<file path="config.mk">
export PLATFORM = sky130hd
export DESIGN_NAME = hex_display_ctrl_flat
export DESIGN_NICKNAME = d
export VERILOG_FILES = /design/src/rtl/hex_display_ctrl_if.sv /design/src/rtl/hex_display_ctrl.sv /design/src/flat_wrapper.sv
export SDC_FILE = /design/constraint.sdc
export NUM_CORES = 1
export LEC_CHECK = 0
export BUFFER_PORTS_ARGS = -buffer_cell sky130_fd_sc_hd__buf_4
export CORE_AREA = 2 2 122 154
export DETAILED_ROUTE_END_ITERATION = 6
export DIE_AREA = 0 0 124 156
export PLACE_DENSITY = 0.8
export SYNTH_ARGS = -nofsm -noshare
export SYNTH_HDL_FRONTEND = slang
export SYNTH_SLANG_ARGS = --single-unit
</file>
<file path="constraint.sdc">
create_clock -name clk -period 3.3 [get_ports clk]
set_clock_uncertainty 0.05 [all_clocks]
set_input_delay 0.66 -clock clk [delete_from_list [all_inputs] [get_ports clk]]
set_output_delay 0.66 -clock clk [all_outputs]
set_load 0.05 [all_outputs]
</file>
<file path="src/rtl/hex_display_ctrl_if.sv">
// hex_display_ctrl_if: Avalon-MM register bus between a CPU master and the hex display slave.
interface hex_display_ctrl_if;
    logic [1:0]  address;
    logic        write;
    logic [31:0] writedata;
    logic        read;
    logic [31:0] readdata;
    modport master (output address, write, writedata, read, input readdata);
    modport slave  (input address, write, writedata, read, output readdata);
endinterface

</file>
<file path="src/rtl/hex_display_ctrl.sv">
// hex_display_ctrl: registered 7-segment controller with blank/blink, leading-zero suppression
// and a BCD seconds countdown that raises a sticky DONE interrupt at zero.
module hex_display_ctrl #(
    parameter int NUM_DIGITS = 8,
    parameter int CLK_HZ     = 50000000,
    parameter int BLINK_HZ   = 2
) (
    input  logic                    clk,
    input  logic                    reset_n,
    hex_display_ctrl_if.slave       bus,
    output logic                    irq,
    output logic [7*NUM_DIGITS-1:0] hex_n
);
    localparam int N    = NUM_DIGITS;
    localparam int W    = 4 * N;
    localparam int HALF = CLK_HZ / (2 * BLINK_HZ);
    localparam int SW   = $clog2(CLK_HZ + 1);
    localparam int BW   = $clog2(HALF + 1);
    localparam logic [SW-1:0] SEC_LAST = SW'(CLK_HZ - 1);
    localparam logic [BW-1:0] BLK_LAST = BW'(HALF - 1);

    function automatic logic [6:0] glyph(input logic [3:0] v);
        case (v)
            4'h0: glyph = 7'h40;  4'h1: glyph = 7'h79;  4'h2: glyph = 7'h24;  4'h3: glyph = 7'h30;
            4'h4: glyph = 7'h19;  4'h5: glyph = 7'h12;  4'h6: glyph = 7'h02;  4'h7: glyph = 7'h78;
            4'h8: glyph = 7'h00;  4'h9: glyph = 7'h10;  4'hA: glyph = 7'h08;  4'hB: glyph = 7'h03;
            4'hC: glyph = 7'h46;  4'hD: glyph = 7'h21;  4'hE: glyph = 7'h06;  default: glyph = 7'h0E;
        endcase
    endfunction

    logic [W-1:0]   value_q, value_d, dec;
    logic [N-1:0]   blank_q, blank_d, blink_q, blink_d;
    logic           en_q, en_d, lzs_q, lzs_d, cd_en_q, cd_en_d, done_q, done_d;
    logic [SW-1:0]  sec_cnt_q, sec_cnt_d;
    logic [BW-1:0]  blk_cnt_q, blk_cnt_d;
    logic           off_phase_q, off_phase_d;
    logic [31:0]    rdata_q, rdata_d;
    logic [7*N-1:0] hex_q, hex_d;
    logic           wr_value, wr_blank, wr_blink, wr_ctrl, sec_tick, tick_act, done_set;
    logic           borrow, zero_up, dark;
    logic [3:0]     nib;

    assign wr_value = bus.write && bus.address == 2'd0;
    assign wr_blank = bus.write && bus.address == 2'd1;
    assign wr_blink = bus.write && bus.address == 2'd2;
    assign wr_ctrl  = bus.write && bus.address == 2'd3;
    assign sec_tick = sec_cnt_q == SEC_LAST;
    // A VALUE write on a tick cycle swallows that tick entirely
    assign tick_act = sec_tick && cd_en_q && !wr_value;
    assign done_set = tick_act && (value_q == '0 || dec == '0);

    always_comb begin
        dec = value_q;
        borrow = 1'b1;
        nib = '0;
        for (int k = 0; k < N; k++) begin
            nib = value_q[4*k +: 4];
            dec[4*k +: 4] = !borrow ? nib : (nib == 4'd0) ? 4'd9 : nib - 4'd1;
            borrow = borrow && nib == 4'd0;
        end
    end

    always_comb begin
        value_d     = wr_value ? bus.writedata[W-1:0] : (tick_act && value_q != '0) ? dec : value_q;
        blank_d     = wr_blank ? bus.writedata[N-1:0] : blank_q;
        blink_d     = wr_blink ? bus.writedata[N-1:0] : blink_q;
        en_d        = wr_ctrl ? bus.writedata[0] : en_q;
        lzs_d       = wr_ctrl ? bus.writedata[1] : lzs_q;
        cd_en_d     = done_set ? 1'b0 : wr_ctrl ? bus.writedata[2] : cd_en_q;
        done_d      = done_set || (done_q && !(wr_value || (wr_ctrl && bus.writedata[3])));
        sec_cnt_d   = sec_tick ? '0 : sec_cnt_q + 1'b1;
        blk_cnt_d   = (blk_cnt_q == BLK_LAST) ? '0 : blk_cnt_q + 1'b1;
        off_phase_d = off_phase_q ^ (blk_cnt_q == BLK_LAST);
        rdata_d     = !bus.read ? rdata_q :
                      bus.address == 2'd0 ? 32'(value_q) :
                      bus.address == 2'd1 ? 32'(blank_q) :
                      bus.address == 2'd2 ? 32'(blink_q) :
                      {28'd0, done_q, cd_en_q, lzs_q, en_q};
    end

    // Walk from the top digit down so zero_up means "this and every higher nibble is 0"
    always_comb begin
        hex_d = '1;
        zero_up = 1'b1;
        dark = 1'b1;
        for (int k = N - 1; k >= 0; k--) begin
            zero_up = zero_up && value_q[4*k +: 4] == 4'd0;
            dark = !en_q || blank_q[k] || (blink_q[k] && off_phase_q) || (lzs_q && k > 0 && zero_up);
            hex_d[7*k +: 7] = dark ? 7'h7F : glyph(value_q[4*k +: 4]);
        end
    end

    always_ff @(posedge clk or negedge reset_n) begin
        if (!reset_n) begin
            value_q     <= '0;
            blank_q     <= '0;
            blink_q     <= '0;
            en_q        <= 1'b0;
            lzs_q       <= 1'b0;
            cd_en_q     <= 1'b0;
            done_q      <= 1'b0;
            sec_cnt_q   <= '0;
            blk_cnt_q   <= '0;
            off_phase_q <= 1'b0;
            rdata_q     <= '0;
            hex_q       <= '1;
        end else begin
            value_q     <= value_d;
            blank_q     <= blank_d;
            blink_q     <= blink_d;
            en_q        <= en_d;
            lzs_q       <= lzs_d;
            cd_en_q     <= cd_en_d;
            done_q      <= done_d;
            sec_cnt_q   <= sec_cnt_d;
            blk_cnt_q   <= blk_cnt_d;
            off_phase_q <= off_phase_d;
            rdata_q     <= rdata_d;
            hex_q       <= hex_d;
        end
    end

    assign bus.readdata = rdata_q;
    assign irq          = done_q;
    assign hex_n        = hex_q;
endmodule

</file>
<file path="src/flat_wrapper.sv">
// flat-port wrapper written by rule: the top's interface ports become plain ports
module hex_display_ctrl_flat 
#(
    parameter int NUM_DIGITS = 8,
    parameter int CLK_HZ     = 50000000,
    parameter int BLINK_HZ   = 2
)
  (clk, reset_n, irq, hex_n, bus_address, bus_write, bus_writedata, bus_read, bus_readdata);
  hex_display_ctrl_if bus_i ();
  input  logic clk;
  input  logic reset_n;
  output logic irq;
  output logic [7*NUM_DIGITS-1:0] hex_n;
  input wire logic [$bits(bus_i.address)-1:0] bus_address;
  input wire logic [$bits(bus_i.write)-1:0] bus_write;
  input wire logic [$bits(bus_i.writedata)-1:0] bus_writedata;
  input wire logic [$bits(bus_i.read)-1:0] bus_read;
  output wire logic [$bits(bus_i.readdata)-1:0] bus_readdata;
  assign bus_i.address = bus_address;
  assign bus_i.write = bus_write;
  assign bus_i.writedata = bus_writedata;
  assign bus_i.read = bus_read;
  assign bus_readdata = bus_i.readdata;
  hex_display_ctrl #(.NUM_DIGITS(NUM_DIGITS), .CLK_HZ(CLK_HZ), .BLINK_HZ(BLINK_HZ)) u_core (.clk(clk), .reset_n(reset_n), .bus(bus_i), .irq(irq), .hex_n(hex_n));
endmodule
</file>
==> impl_metrics.xml <==
<?xml version="1.0" encoding="UTF-8"?>
<metrics>
  <group name="run_status">
    <metric name="run_status" unit="">completed</metric>
  </group>
  <group name="hold_path">
    <metric name="holdCritPathClass" unit="">input port to asynchronous set/reset pin</metric>
  </group>
  <group name="global_route">
    <metric name="pin_count_of_the_biggest_net_entering_global_routing" unit="">86</metric>
    <metric name="number_of_global_route_vias_before_repair" unit="">8709</metric>
    <metric name="globalRouteOverflowTotal" unit="">0</metric>
    <metric name="grt_first_pass_wirelength" unit="um">42900</metric>
    <metric name="antenna_found_initial" unit="">0</metric>
    <metric name="grtUsageTotal" unit="">0.282</metric>
  </group>
  <group name="drt">
    <metric name="viasPerCell" unit="">6.01</metric>
    <metric name="drtIter0Drc" unit="">691</metric>
    <metric name="met1_length" unit="um">10500</metric>
    <metric name="top_layer" unit="">met4</metric>
    <metric name="met3_length" unit="um">2020</metric>
    <metric name="wirelength" unit="um">26400</metric>
    <metric name="post_drt_wl_per_cell" unit="um">18.1</metric>
    <metric name="met2_wirelength" unit="um">12800</metric>
    <metric name="drtPass1Iterations" unit="">5</metric>
    <metric name="ant_nets" unit="">0</metric>
    <metric name="post-route-drc-count" unit="">0</metric>
    <metric name="via_count" unit="">8747</metric>
  </group>
  <group name="layout">
    <metric name="final_cell_mix" unit="">sky130_fd_sc_hd__buf_4, sky130_fd_sc_hd__dfrtp_1, sky130_fd_sc_hd__nand2_1, sky130_fd_sc_hd__nor2_1, sky130_fd_sc_hd__o21ai_0</metric>
    <metric name="share_of_post_route_cells_with_drive_strength_above_1" unit="">0.249</metric>
    <metric name="diodes" unit="">0</metric>
    <metric name="area_growth" unit="%">18.8</metric>
    <metric name="final_common_cell" unit="">sky130_fd_sc_hd__buf_4</metric>
    <metric name="layoutNonFillerInstCount" unit="">1455</metric>
    <metric name="final_design_area_no_fill" unit="um^2">12400</metric>
    <metric name="layout.nets" unit="">1302</metric>
    <metric name="finish.utilization" unit="">0.692</metric>
  </group>
  <group name="power">
    <metric name="ir_worst_vdd" unit="V">0.000359</metric>
    <metric name="switching_share" unit="">0.357</metric>
    <metric name="power.sequential.fraction" unit="">0.408</metric>
    <metric name="power.clock.fraction" unit="">0.294</metric>
    <metric name="power.combinational.fraction" unit="">0.298</metric>
    <metric name="power_per_cell_area" unit="nW/um^2">601</metric>
    <metric name="cell_internal_pwr" unit="W">0.00479</metric>
    <metric name="power.net_switching" unit="W">0.00266</metric>
    <metric name="p_leak" unit="nW">5.38</metric>
  </group>
  <group name="clock_network">
    <metric name="post_cts_resized" unit="">0</metric>
    <metric name="clock_latency" unit="ps">440</metric>
    <metric name="cts_tree" unit="">yes</metric>
    <metric name="cts-htree-levels" unit="">4</metric>
    <metric name="clock_tree.root_cell" unit="">sky130_fd_sc_hd__clkbuf_16</metric>
    <metric name="cts_inserted_buffers" unit="">17</metric>
    <metric name="cts.sink_count" unit="">191</metric>
    <metric name="clkSlewWorstSetupHoldPaths" unit="ps">70</metric>
    <metric name="clock_path_buffers" unit="">2</metric>
    <metric name="cts_setup_buffers" unit="">0</metric>
    <metric name="ctsHoldBuffers" unit="">0</metric>
  </group>
  <group name="floorplan">
    <metric name="number_of_top_level_design_ports" unit="">127</metric>
    <metric name="core.rowCount" unit="">55</metric>
    <metric name="die_w" unit="um">124</metric>
    <metric name="die-height" unit="um">156</metric>
    <metric name="dieArea" unit="um^2">19300</metric>
    <metric name="fp.coreArea" unit="um^2">17900</metric>
    <metric name="initial_utilization" unit="">0.583</metric>
  </group>
  <group name="setup_path">
    <metric name="worstSetupEndpointType" unit="">flip-flop</metric>
    <metric name="crit_type" unit="">flip-flop to flip-flop</metric>
    <metric name="critPathSlowestCell" unit="">sky130_fd_sc_hd__or3b_2</metric>
    <metric name="crit_path_cell_trace" unit="">inv_1 -&gt; ha_1 -&gt; or3b_2 -&gt; nor3_1 -&gt; nor4b_1 -&gt; o221a_2 -&gt; nand4_1 -&gt; and3_1</metric>
    <metric name="required" unit="ps">3580</metric>
    <metric name="worstSetupStartpointType" unit="">flip-flop</metric>
    <metric name="max_stage_delay" unit="ps">590</metric>
    <metric name="worstPathBufferInverterCount" unit="">1</metric>
    <metric name="kind_of_cell_adding_the_most_delay_to_the_critical_path" unit="">simple AND/OR/NAND/NOR gates</metric>
    <metric name="worstPathArrival" unit="ps">3300</metric>
    <metric name="cp_max_fo" unit="">11</metric>
  </group>
  <group name="placement">
    <metric name="detailed_place_hpwl" unit="um">18800</metric>
    <metric name="dpl_cell_area" unit="um^2">11800</metric>
    <metric name="buffer_ports.inserted" unit="">126</metric>
    <metric name="worst_setup_timing_slack_at_the_placement_stage" unit="ps">315</metric>
    <metric name="place_congestion" unit="">0.947</metric>
    <metric name="placed_cells_incl_taps" unit="">1423</metric>
  </group>
  <group name="flow_run">
    <metric name="cap_viol_max_count" unit="">0</metric>
  </group>
  <group name="logic_synthesis">
    <metric name="synth.lib_cells_used.distinct" unit="">68</metric>
    <metric name="post_synth_xor_area_fraction" unit="">0.0361</metric>
    <metric name="synth_adder_area_share" unit="">0.0600</metric>
    <metric name="synth-seq-area-share" unit="">0.465</metric>
    <metric name="synth_cells" unit="">1090</metric>
    <metric name="yosys_warnings" unit="">0</metric>
    <metric name="synth_compound_gate_area_share" unit="">0.138</metric>
    <metric name="yosys_register_bits" unit="">191</metric>
    <metric name="synth-edff-count" unit="">0</metric>
    <metric name="postSynth.asyncResetShare" unit="">1.00</metric>
    <metric name="simple_gate_portion_of_the_synthesized_area" unit="">0.202</metric>
    <metric name="synth_top_family_by_area" unit="">simple AND/OR/NAND/NOR gates</metric>
    <metric name="number_of_nets_in_the_synthesized_netlist" unit="">1178</metric>
    <metric name="synthesis.area_per_instance" unit="um^2">9.57</metric>
    <metric name="synth.cell_area" unit="um^2">10400</metric>
    <metric name="postSynth.topFlopCell" unit="">sky130_fd_sc_hd__dfrtp_1</metric>
    <metric name="post_synth_mux_area_share" unit="">0.0559</metric>
  </group>
  <group name="sta">
    <metric name="final.setup.worst_slack" unit="ps">282</metric>
    <metric name="finalSetupViolCount" unit="">0</metric>
    <metric name="fmaxAchievable" unit="MHz">331</metric>
    <metric name="max-slew-margin-rel" unit="">0.412</metric>
    <metric name="period_minus_slack" unit="ps">3020</metric>
    <metric name="timing.final.crit_share" unit="">0.914</metric>
    <metric name="slew_viol_final" unit="">0</metric>
    <metric name="tightestPinTransition" unit="ps">877</metric>
    <metric name="final_number_of_hold_violating_endpoints" unit="">0</metric>
    <metric name="rsz0062_at_grt" unit="">no</metric>
    <metric name="totalNegativeSetupSlack" unit="ps">0</metric>
  </group>
</metrics>
==> layout make-up <==
| type | count | area, um^2 |
|---|---|---|
| clock inverters | 13 | 184 |
| multi-input cells | 782 | 5150 |
| inverters | 57 | 214 |
| repair buffers | 165 | 1270 |
| fillers | 1354 | 5500 |
| clock buffers | 19 | 443 |
| flip-flops and latches | 191 | 4850 |
| well taps | 228 | 285 |
==> metal layers <==
metal  GRT usage  vias up
li1            -     4119
met1       0.355     4180
met3      0.0665       75
met2       0.451      373
met4       0.144        0
met5           0        -
==> logic make-up (layout without fill, tap and decap cells) <==
logic type / Yosys count / in the layout
AND/OR/NAND/NOR: 419 / 419
AO/OA/AOI/OAI: 221 / 221
flip-flops: 191 / 191
buffers and inverters: 117 / 254
adder cells (fa/ha/maj): 50 / 50
multiplexers: 49 / 49
XOR/XNOR: 43 / 43
==> power groups by stage <==
stage	registers, W	clock network, W	logic, W
2_1_floorplan	0.00357	0	0.000965
3_3_place_gp	0.00305	0	0.00216
3_5_place_dp	0.00306	0	0.00220
4_1_cts	0.00303	0.00222	0.00221
5_1_grt	0.00307	0.00232	0.00238
6_report	0.00303	0.00219	0.00222
==> cell usage after synthesis, drive strengths merged (3+ instances only) <==
cell / instances / share of area
xor2: 26 / 0.022
o21a: 3 / 0.0022
mux4: 5 / 0.011
ha: 50 / 0.060
o31ai: 9 / 0.0065
a2111oi: 4 / 0.0034
nor3: 21 / 0.010
o211ai: 35 / 0.025
a21o: 7 / 0.0050
a21oi: 34 / 0.016
nor4b: 3 / 0.0025
mux2: 24 / 0.026
dfstp: 56 / 0.14
and4: 5 / 0.0042
a21boi: 3 / 0.0022
o311ai: 12 / 0.010
or3: 4 / 0.0030
inv: 55 / 0.020
o21ai: 69 / 0.033
nand2: 121 / 0.044
a211oi: 9 / 0.0065
nor3b: 14 / 0.011
nor2: 96 / 0.035
o21bai: 3 / 0.0022
buf: 11 / 0.0049
or2: 4 / 0.0024
and3: 11 / 0.0066
dfrtp: 135 / 0.32
nor2b: 7 / 0.0042
xnor2: 17 / 0.014
nand3: 57 / 0.028
nor4: 18 / 0.012
a32oi: 4 / 0.0034
nand4: 17 / 0.010
a31oi: 14 / 0.0084
clkbuf: 49 / 0.018
nand3b: 10 / 0.0072
mux2i: 20 / 0.019
nand2b: 14 / 0.0084
or4: 4 / 0.0029
or3b: 6 / 0.0050
==> per-stage QoR <==
step | total power [W] | hold slack, ps
2_1_floorplan | 0.00454 | 314
3_3_place_gp | 0.00522 | 416
3_5_place_dp | 0.00526 | 433
4_1_cts | 0.00746 | 266
5_1_grt | 0.00777 | 284
6_report | 0.00744 | 235
==> flip-flops by register name, indices dropped and copies added (netlist names) <==
register	flops
u_core.blink_q	8
u_core.hex_n	56
u_core.irq	1
u_core.value_q	32
u_core.blk_cnt_q	24
u_core.bus.readdata	32
u_core.blank_q	8
u_core.cd_en_q	1
u_core.off_phase_q	1
u_core.lzs_q	1
u_core.sec_cnt_q	26
u_core.en_q	1
==> final timing paths <==
| check | cells past startpoint | from | to | slack (ps) |
|---|---|---|---|---|
| max | 8 | u_core.value_q[0] | u_core.cd_en_q | 280 |
| min | 1 | reset_n | u_core.bus.readdata[18] | 240 |
| max reg2reg | 8 | u_core.value_q[0] | u_core.cd_en_q | 280 |
| min reg2reg | 1 | u_core.blk_cnt_q[0] | u_core.blk_cnt_q[0] | 440 |
| max in group asynchronous | 2 | reset_n | u_core.hex_n[7] | 2130 |
| min in group clk | 3 | bus_writedata[11] | u_core.value_q[11] | 370 |
(Power assumes the default switching activity.)
